### src/rtl/operand_issue_stage.sv
// Operand issue stage: resolves rs/rt through EX/MEM/WB forwarding, builds the B operand,
// detects load-use hazards and registers the issued instruction for the execute stage.
module operand_issue_stage #(
    parameter int unsigned DATA_W = 32,
    parameter int unsigned REG_AW = 5
) (
    input  logic              clk,
    input  logic              reset,
    input  logic              stall,
    input  logic              flush,
    // Decode-side instruction
    input  logic              in_valid,
    input  logic [REG_AW-1:0] in_rs,
    input  logic [REG_AW-1:0] in_rt,
    input  logic [REG_AW-1:0] in_rd,
    input  logic [DATA_W-1:0] in_rs_data,
    input  logic [DATA_W-1:0] in_rt_data,
    input  logic [15:0]       in_imm,
    input  logic              in_use_imm,
    input  logic              in_sign_ext,
    input  logic [5:0]        in_operation,
    input  logic [2:0]        in_alu_code,
    input  logic              in_reg_write,
    input  logic              in_mem_read,
    // Result of the instruction currently presented on the outputs
    input  logic [DATA_W-1:0] ex_result,
    // Later-stage writeback sources
    input  logic              mem_reg_write,
    input  logic [REG_AW-1:0] mem_rd,
    input  logic [DATA_W-1:0] mem_data,
    input  logic              wb_reg_write,
    input  logic [REG_AW-1:0] wb_rd,
    input  logic [DATA_W-1:0] wb_data,
    // Issued instruction
    output logic [DATA_W-1:0] a,
    output logic [DATA_W-1:0] b,
    output logic [5:0]        operation,
    output logic [2:0]        alu_code,
    output logic              out_valid,
    output logic [REG_AW-1:0] out_rd,
    output logic              out_reg_write,
    output logic              out_mem_read,
    output logic [DATA_W-1:0] out_store_data,
    output logic              hazard_stall
);

    logic [DATA_W-1:0] a_q, a_d;
    logic [DATA_W-1:0] b_q, b_d;
    logic [5:0]        operation_q, operation_d;
    logic [2:0]        alu_code_q, alu_code_d;
    logic              valid_q, valid_d;
    logic [REG_AW-1:0] rd_q, rd_d;
    logic              reg_write_q, reg_write_d;
    logic              mem_read_q, mem_read_d;
    logic [DATA_W-1:0] store_data_q, store_data_d;

    logic [DATA_W-1:0] rs_fwd;
    logic [DATA_W-1:0] rt_fwd;
    logic [DATA_W-1:0] imm_ext;
    logic              ex_fwd_ok;

    // A load in EX has no result yet, so it never forwards; that case is the hazard instead.
    assign ex_fwd_ok = valid_q & reg_write_q & ~mem_read_q & (rd_q != '0);

    function automatic logic [DATA_W-1:0] fwd_sel(
        input logic [REG_AW-1:0] src,
        input logic [DATA_W-1:0] rf_data,
        input logic              ex_ok,
        input logic [REG_AW-1:0] ex_rd,
        input logic [DATA_W-1:0] ex_data,
        input logic              m_we,
        input logic [REG_AW-1:0] m_rd,
        input logic [DATA_W-1:0] m_data,
        input logic              w_we,
        input logic [REG_AW-1:0] w_rd,
        input logic [DATA_W-1:0] w_data
    );
        logic [DATA_W-1:0] res;
        res = rf_data;
        if (ex_ok && (ex_rd == src)) begin
            res = ex_data;
        end else if (m_we && (m_rd == src) && (m_rd != '0)) begin
            res = m_data;
        end else if (w_we && (w_rd == src) && (w_rd != '0)) begin
            res = w_data;
        end
        return res;
    endfunction

    always_comb begin
        rs_fwd = fwd_sel(in_rs, in_rs_data, ex_fwd_ok, rd_q, ex_result,
                         mem_reg_write, mem_rd, mem_data, wb_reg_write, wb_rd, wb_data);
        rt_fwd = fwd_sel(in_rt, in_rt_data, ex_fwd_ok, rd_q, ex_result,
                         mem_reg_write, mem_rd, mem_data, wb_reg_write, wb_rd, wb_data);
    end

    always_comb begin
        if (in_sign_ext) begin
            imm_ext = {{(DATA_W-16){in_imm[15]}}, in_imm};
        end else begin
            imm_ext = {{(DATA_W-16){1'b0}}, in_imm};
        end
    end

    assign hazard_stall = valid_q & mem_read_q & in_valid & (rd_q != '0) &
                          ((rd_q == in_rs) | ((rd_q == in_rt) & ~in_use_imm));

    always_comb begin
        a_d          = a_q;
        b_d          = b_q;
        operation_d  = operation_q;
        alu_code_d   = alu_code_q;
        valid_d      = valid_q;
        rd_d         = rd_q;
        reg_write_d  = reg_write_q;
        mem_read_d   = mem_read_q;
        store_data_d = store_data_q;
        if (flush) begin
            valid_d     = 1'b0;
            reg_write_d = 1'b0;
            mem_read_d  = 1'b0;
        end else if (stall) begin
            // hold everything
        end else if (hazard_stall) begin
            valid_d     = 1'b0;
            reg_write_d = 1'b0;
            mem_read_d  = 1'b0;
        end else begin
            a_d          = rs_fwd;
            b_d          = in_use_imm ? imm_ext : rt_fwd;
            operation_d  = in_operation;
            alu_code_d   = in_alu_code;
            valid_d      = in_valid;
            rd_d         = in_rd;
            reg_write_d  = in_valid & in_reg_write;
            mem_read_d   = in_valid & in_mem_read;
            store_data_d = rt_fwd;
        end
    end

    always_ff @(posedge clk) begin
        if (reset) begin
            a_q          <= '0;
            b_q          <= '0;
            operation_q  <= '0;
            alu_code_q   <= '0;
            valid_q      <= 1'b0;
            rd_q         <= '0;
            reg_write_q  <= 1'b0;
            mem_read_q   <= 1'b0;
            store_data_q <= '0;
        end else begin
            a_q          <= a_d;
            b_q          <= b_d;
            operation_q  <= operation_d;
            alu_code_q   <= alu_code_d;
            valid_q      <= valid_d;
            rd_q         <= rd_d;
            reg_write_q  <= reg_write_d;
            mem_read_q   <= mem_read_d;
            store_data_q <= store_data_d;
        end
    end

    assign a              = a_q;
    assign b              = b_q;
    assign operation      = operation_q;
    assign alu_code       = alu_code_q;
    assign out_valid      = valid_q;
    assign out_rd         = rd_q;
    assign out_reg_write  = reg_write_q;
    assign out_mem_read   = mem_read_q;
    assign out_store_data = store_data_q;

endmodule

### config.mk
export PLATFORM = sky130hd
export DESIGN_NAME = operand_issue_stage
export DESIGN_NICKNAME = d
export VERILOG_FILES = /design/src/rtl/operand_issue_stage.sv
export SDC_FILE = /design/constraint.sdc
export NUM_CORES = 1
export LEC_CHECK = 0
export CAP_MARGIN = 20
export CORE_MARGIN = 2
export CORE_UTILIZATION = 46
export CTS_CLUSTER_DIAMETER = 40
export DETAILED_ROUTE_END_ITERATION = 16
export PLACE_DENSITY = 0.88
export SYNTH_ARGS = -nofsm -noshare
export SYNTH_HDL_FRONTEND = slang
export SYNTH_SLANG_ARGS = --single-unit
### constraint.sdc
create_clock -name clk -period 5.7 [get_ports clk]
set_clock_uncertainty 0.2 [all_clocks]
set_input_delay 1.14 -clock clk [delete_from_list [all_inputs] [get_ports clk]]
set_output_delay 1.14 -clock clk [all_outputs]
set_load 0.05 [all_outputs]
# --- Word level (Yosys, flattened, before mapping) ---
# Index checks and enable logic that the tools add are counted.
classes:
  mul: 0
  n_eq_ne: 6
  shifts: 0
  addsub: 0
  div_mod_pow: 0
  n_lt_le_gt_ge: 0
  muxes: 11
  n_bitwise: 16
  n_reduce_logical: 15
ops:
  columns: ["operator", "n"]
  rows:
  - ["$mux W32", 8]
  - ["$eq A5 B5 Y1", 6]
  - ["$reduce_bool A5 Y1", 3]
  - ["$and A1 B1 Y1", 10]
  - ["$logic_and A1 B1 Y1", 10]
  - ["$not A1 Y1", 5]
  - ["$mux W1", 3]
  - ["$reduce_and A3 Y1", 1]
  - ["$reduce_or A2 Y1", 1]
  - ["$or A1 B1 Y1", 1]
totals:
  mem_bits_ro: 0
  mem_bits_rw: 0
  latchBits: 0
  output_inout_bits: 114
  elab_cells: 57
  ff_bits: 113
  n_memories: 0
  inputBits: 221

# --- Logic depth before layout (Yosys ltp) ---
# Gate-level depths: netlist of run 1.
depth:
  ltp_word: 7
  depth_mapped: 9
  depth_no_buf: 7

# --- Worst setup path after synthesis of run 1 ---
# Ideal clock, no wire load.
synth_path:
  path_kind: "input -> output"
  start: "input port in_rt[3]"
  end: "output port hazard_stall"
  path_buffers: 2
  t_required_ns: 4.360
  cell_stages: 7
  t_arrival_ns: 2.545
  slack_ns: 1.815
  path_cell_list: "xor2_1 nor4_1 nand2_1 a211o_1 buf_2 clkinv_2 buf_2"
synth_via:
  elab_chain_len: 4
synth_lines:
  columns: ["item", "line_no", "text"]
  rows:
  - ["from (decl)", "14", "input logic [REG_AW-1:0] in_rt,"]
  - ["$eq A5 B5 Y1", "106", "((rd_q == in_rs) | ((rd_q == in_rt) & ~in_use_imm));"]
  - ["$and A1 B1 Y1", "106", null]
  - ["$or A1 B1 Y1", "106", null]
  - ["$and A1 B1 Y1", "105", "assign hazard_stall = valid_q & mem_read_q & in_valid & (rd_q != '0) &"]
  - ["to (decl)", "44", "output logic hazard_stall"]
# No other way between the ends.

# --- Worst setup path after layout of run 1 ---
# Ends and elaborated chain as after synthesis.

==> results of run 1 <==
## metrics by stage
stage | instances | total power, W | utilization (%) | worst slack, ns
2_1_floorplan | 973 | 0.00131 | - | 1.81
3_3_place_gp | 1419 | 0.00167 | 67.9 | 1.25
3_5_place_dp | 1419 | 0.00167 | 67.9 | 1.22
4_1_cts | 1451 | 0.00276 | 71.6 | 1.21
5_1_grt | 1454 | 0.00285 | 72.1 | 1.11
6_report | 1457 | 0.00279 | 72.1 | 1.24
## sequential cells by signal (all words and copies together) (netlist names)
signal / flops
out_rd: 5
out_store_data: 32
out_valid: 1
operation: 6
b: 32
alu_code: 3
out_reg_write: 1
a: 32
out_mem_read: 1
## final cells by class
type / instances / area [um2] / share of cell area (%)
inverter: 19 / 72.6 / 0.638
tap: 216 / 270 / 2.38
multi-input combinational: 713 / 4550 / 40.0
timing repair buffer: 361 / 3610 / 31.8
clock inverter: 13 / 161 / 1.42
clock buffer: 19 / 433 / 3.81
sequential: 113 / 2260 / 19.9
antenna: 3 / 7.51 / 0.0660
## final timing paths
kind	endpoint	slack (ns)	depth (start not counted)
max	hazard_stall	1.24	7
min	b[15]	0.28	2
max reg2reg	b[23]	2.59	7
min reg2reg	b[15]	0.28	2
## Yosys cell counts (3+ instances only)
cell type,count,share of area [%]
nand2b_1,16,1.4
xnor2_1,23,2.7
buf_2,23,1.6
o2111ai_1,16,1.9
nor3_1,20,1.4
o21ai_0,55,3.7
clkbuf_2,3,0.20
o21ai_1,7,0.47
o31ai_1,32,3.3
buf_1,7,0.36
inv_1,18,0.91
nand3_1,65,4.4
a21o_1,16,1.6
a311oi_1,80,9.5
nand4_1,35,3.0
a211oi_1,48,4.9
dfxtp_1,113,31
nor4_1,34,2.9
clkbuf_1,93,4.7
a21oi_1,158,11
o211ai_1,30,3.0
nor2_1,5,0.25
xor2_1,7,0.83
nand2_1,38,1.9
## routing by layer
layer / global-route usage [%] / share of wire [%]
met2: 61.8 / 44
met1: 49.8 / 35
met4: 19.4 / 6.0
met3: 13.5 / 15
met5: 0 / 0
## worst register-to-register path, cell delays in order, from the launching register on
cell,delay [ns]
dfxtp_1,0.37
xor2_1,0.18
nor4_1,0.41
and3_2,0.86
nor2_1,0.40
buf_4,0.30
o211ai_1,0.11
a311oi_1,0.13
## cell families (layout without fill, tap and decap cells)
group           count (synthesis)  in the layout  share of synthesized area, %
other cells                     0              3                             0
compound gates                453            453                          40.8
xor+xnor                       30             30                          3.56
buf+inv                       147            412                          8.03
simple gates                  230            230                          17.0
flops                         113            113                          30.6
## power by group through the flow
stage,logic [W],registers (W),clock network [W]
2_1_floorplan,0.000251,0.00106,0
3_3_place_gp,0.000780,0.000889,0
3_5_place_dp,0.000784,0.000889,0
4_1_cts,0.000787,0.000873,0.00110
5_1_grt,0.000844,0.000878,0.00113
6_report,0.000810,0.000874,0.00111
==> flow_summary.toml, run 1 <==
[synth]
seq_area_frac_synth_pct = 30.6
synth.distinct_cells = 48
synth-seq-cells = 113
postSynthNetCount = 1194
synthesis.area_mm2 = 0.00738
yosys_warnings = 0
synthArstFlopShare_pct = 0
syn-instance-count = 973
synth-edff-count = 0
avgSynthCellArea_um2 = 7.59
synth_ff_type = "dfxtp_1"

[clocking]
cts_root_buf = "clkbuf_16"
cts_tree = "built"
cts_max_level = 4
cts_hold_buf = 0
post_cts.repair.setup_buffers = 0
clk_pin_slew_ns = 0.06
cts_buffers = 17
clkLatencyLatePin_ns = 0.43
cts.repair.resized = 0
clock_path_buffers = 2
cts.sinks = 113

[run_status]
outcome = "complete, no violations"

[power]
p_int_w = 0.00186
switching_share_pct = 33.5
p_leak_nw = 3.69
clockPowerShare_pct = 39.6
p_seq_share_pct = 31.3
ir_worst_vdd_mv = 0.222
p_per_area_mw_per_mm2 = 245
power_frac_comb_pct = 29.0
switchingPower_w = 0.000934

[die]
chipHeight_um = 131
die_x_um = 131
placementRows = 46
die-area_mm2 = 0.0171
start_util_pct = 46.8
pin_count = 335
core_mm2 = 0.0158

[placed_design]
dp_hpwl_um = 24200
gp_congestion = 0.993
place_area_mm2 = 0.0107
port_buffers = 334

[layout]
mostFrequentLayoutCells = "clkdlybuf4s50_1 (332), a21oi_1 (158), dfxtp_1 (113)"
nNetsFinal = 1446
stdcell_area_mm2 = 0.0114
synthToLayoutAreaGrowth_pct = 54.0
final_common_cell = "clkdlybuf4s50_1"
layout-drive-gt1-share_pct = 5.98
fill_cells = 1275

[sta]
maxSlewHeadroom_pct = 21.6
rsz0062_at_grt = "false"
hold_viol = 0
setup_viol = 0
slew_violations = 0
min_period_over_period_pct = 78.3
holdWs_ns = 0.275
min_period_ns = 4.46
worst_pin_slew_ns = 1.18
timing.fmax_ghz = 0.224
fin_tns_setup_ns = 0

[routing]
avgViaCountPerCell = 6.81
wl_um = 35200
vias = 9921
drc = 0
drt_pass1_iterations = 10
avgRoutedWirePerCell_um = 24.1
postRouteAntennaNets = 0
initialDrtViolationCount = 1823

[worst_setup_path]
r2r_start = "out_rd[3]"
critPathSlowestCell = "clkdlybuf4s50_1"
path_buf_inv = 3
worstPathArrival_ns = 3.12
startpoint_type = "primary input"
slowest_delay_ns = 0.51
path_cells = "clkdlybuf4s50_1 -> xor2_1 -> nor4_1 -> nand2_1 -> a211o_4 -> clkinv_2 -> buf_12"
crit_start = "in_rt[3]"
cp.required_ns = 4.36
critPathTopFamily = "buffers and inverters"
cp_max_fo = 17
setup.worst_path.end_class = "output port"
path_class = "primary input to output port"

[global_route]
grt_start_max_net_pins = 114
grtUsageTotal_pct = 39.9
gr-total-overflow = 0
antenna_found_initial = 1
grt_pass1_wl_um = 52000
grt_pass1_vias = 8928

[hold_path]
min_path_type = "flop to flop"
hp-start = "b[15]"

[run]
max_cap_viol_count = 0
Power figures use the tool's default switching activity.
==> run 2: changes to the inputs <==
--- a/config.mk
+++ b/config.mk
@@ -7,10 +7,10 @@
 export LEC_CHECK = 0
 export CAP_MARGIN = 20
 export CORE_MARGIN = 2
-export CORE_UTILIZATION = 46
+export CORE_UTILIZATION = 43
 export CTS_CLUSTER_DIAMETER = 40
 export DETAILED_ROUTE_END_ITERATION = 16
-export PLACE_DENSITY = 0.88
+export PLACE_DENSITY = 0.83
 export SYNTH_ARGS = -nofsm -noshare
 export SYNTH_HDL_FRONTEND = slang
 export SYNTH_SLANG_ARGS = --single-unit
==> constraint.sdc (replaced) <==
create_clock -name clk -period 4.6 [get_ports clk]
set_clock_uncertainty 0.2 [all_clocks]
set_input_delay 0.92 -clock clk [delete_from_list [all_inputs] [get_ports clk]]
set_output_delay 0.92 -clock clk [all_outputs]
set_load 0.05 [all_outputs]
==> run 2 against run 1 <==
Register-to-register slack worse by 1.3 ns. Power up 22%. Sequential cell count unchanged. Routed wire length is 0.16% lower. Clock power grew 17%. Core utilization decreased by 3.8 points. Worst setup slack got worse by 0.81 ns. Clock-buffer cell count unchanged. Sequential power rose by 24%. Final area increased by 0.32%. First-iteration DRC count down 37%. Sequential share of layout area is 0.063 points lower.
==> flow_summary.toml, run 2 (same netlist as run 1, synthesis figures left out) <==
[hold_path]
hold_path_end = "b[2]"
min_path_type = "flop to flop"
hp-start = "b[2]"
min_path_cells = 2

[sta]
min_period_ns = 4.17
maxSlewHeadroom_pct = 25.4
worst_pin_slew_ns = 1.12
slew_violations = 0
setup_slack_ns = 0.430
fin_tns_setup_ns = 0
hold_viol = 0
rsz0062_at_grt = "false"
setup_viol = 0
min_period_over_period_pct = 90.7
timing.fmax_ghz = 0.240

[global_route]
antenna_found_initial = 2
grtUsageTotal_pct = 37.3
grt_pass1_vias = 8836
grt_start_max_net_pins = 101
grt_pass1_wl_um = 52400
gr-total-overflow = 0

[die]
placementRows = 47
pin_count = 335
chipHeight_um = 135
start_util_pct = 44.2
die_x_um = 135
die-area_mm2 = 0.0182
core_mm2 = 0.0167

[routing]
wl_um = 35100
avgViaCountPerCell = 6.51
postRouteAntennaNets = 0
drc = 0
avgRoutedWirePerCell_um = 23.9
initialDrtViolationCount = 1155
drt_pass1_iterations = 10
vias = 9555

[clocking]
cts_hold_buf = 0
cts.sinks = 113
cts_tree = "built"
clk_pin_slew_ns = 0.06
clock_path_buffers = 2
post_cts.repair.setup_buffers = 0
cts.repair.resized = 0
cts_max_level = 4
clkLatencyLatePin_ns = 0.41
cts_buffers = 17
cts_root_buf = "clkbuf_16"

[worst_setup_path]
setup.worst_path.end_class = "output port"
path_class = "primary input to output port"
cp_max_fo = 17
r2r_cells = 7
cp.required_ns = 3.48
worst-r2r-setup-slack_ns = 1.25
slowest_delay_ns = 0.59
r2r_start = "out_rd[1]"
worstPathArrival_ns = 3.05
path_cells = "clkdlybuf4s50_1 -> xnor2_1 -> nand3_1 -> or3_1 -> a211o_4 -> clkinv_2 -> buf_12"
r2r_end = "out_store_data[30]"
critPathSlowestCell = "clkdlybuf4s50_1"
startpoint_type = "primary input"

[power]
p_per_area_mw_per_mm2 = 297
p_leak_nw = 3.72
ir_worst_vdd_mv = 0.280
finalPower_w = 0.00339

[placed_design]
dp_hpwl_um = 25500
gp_congestion = 1.00
dp_slack_ns = 0.326
port_buffers = 334

[layout]
mostFrequentLayoutCells = "clkdlybuf4s50_1 (332), a21oi_1 (158), dfxtp_1 (113)"
final_common_cell = "clkdlybuf4s50_1"
fill_cells = 1457
layout-drive-gt1-share_pct = 6.67
multi_input_area_mm2 = 0.00456
nNetsFinal = 1453
synthToLayoutAreaGrowth_pct = 54.5
final-seq-area_mm2 = 0.00226

[run]
max_cap_viol_count = 0

[run_status]
outcome = "complete, no violations"
## run 2: cell types whose count changed in the layout (fill, tap and decap cells not counted), moves of 2 or more
| cell | previous run | this run |
|---|---|---|
| buf_4 | 24 | 31 |
| buf_12 | 2 | 5 |
| inv_6 | 2 | 5 |
| buf_16 | 2 | 0 |
| bufinv_16 | 3 | 1 |
| clkbuf_1 | 2 | 0 |
| clkbuf_8 | 0 | 2 |
| clkinv_4 | 1 | 3 |
| clkinvlp_4 | 4 | 2 |
## run 2: power breakdown
group | leakage, nW | total, W | switching [W] | internal [W]
logic | 2.50 | 0.00101 | 0.000597 | 0.000409
registers | 0.930 | 0.00108 | 0.0000399 | 0.00104
clock network | 0.281 | 0.00130 | 0.000523 | 0.000780
## run 2: cell type report
type | instances | share of cell area, %
multi-input combinational | 713 | 40.0
clock inverter | 13 | 1.10
sequential | 113 | 19.8
timing repair buffer | 368 | 32.0
clock buffer | 19 | 3.97
tap | 220 | 2.41
antenna | 2 | 0.0439
inverter | 19 | 0.636
## run 2: worst max path at each step
stage,start,to,slack (ns),depth (start not counted)
after floorplan,in_rt[3],hazard_stall,1.15,7
final,in_rs[3],hazard_stall,0.43,7
after global routing,in_rt[3],hazard_stall,0.28,7
after detailed placement,in_rs[1],out_store_data[28],0.33,8
after CTS,in_rs[3],hazard_stall,0.45,7
after global placement,in_rs[4],out_store_data[19],0.39,8
## run 2: layer usage
metal / vias to the layer above / global-route usage (%) / share of wire, %
met5: - / 0 / 0
met4: 0 / 16.0 / 4.6
met3: 115 / 9.80 / 12
met2: 679 / 59.3 / 46
met1: 4400 / 48.0 / 38
li1: 4361 / - / -
## run 2: stage by stage
step           instances  util (%)  instance area, um2  hold WS (ns)
2_1_floorplan        973         -                7380         0.488
3_3_place_gp        1433      64.8               10800         0.256
3_5_place_dp        1433      64.8               10800         0.263
4_1_cts             1465      68.3               11400         0.273
5_1_grt             1467      68.3               11400         0.287
6_report            1467      68.3               11400         0.270
## run 2: critical path: cells and delay by family
kind	cells	cell delay, ns
compound gates	1	0.43
xor+xnor	1	0.15
buf+inv	3	1.01
simple gates	2	0.54
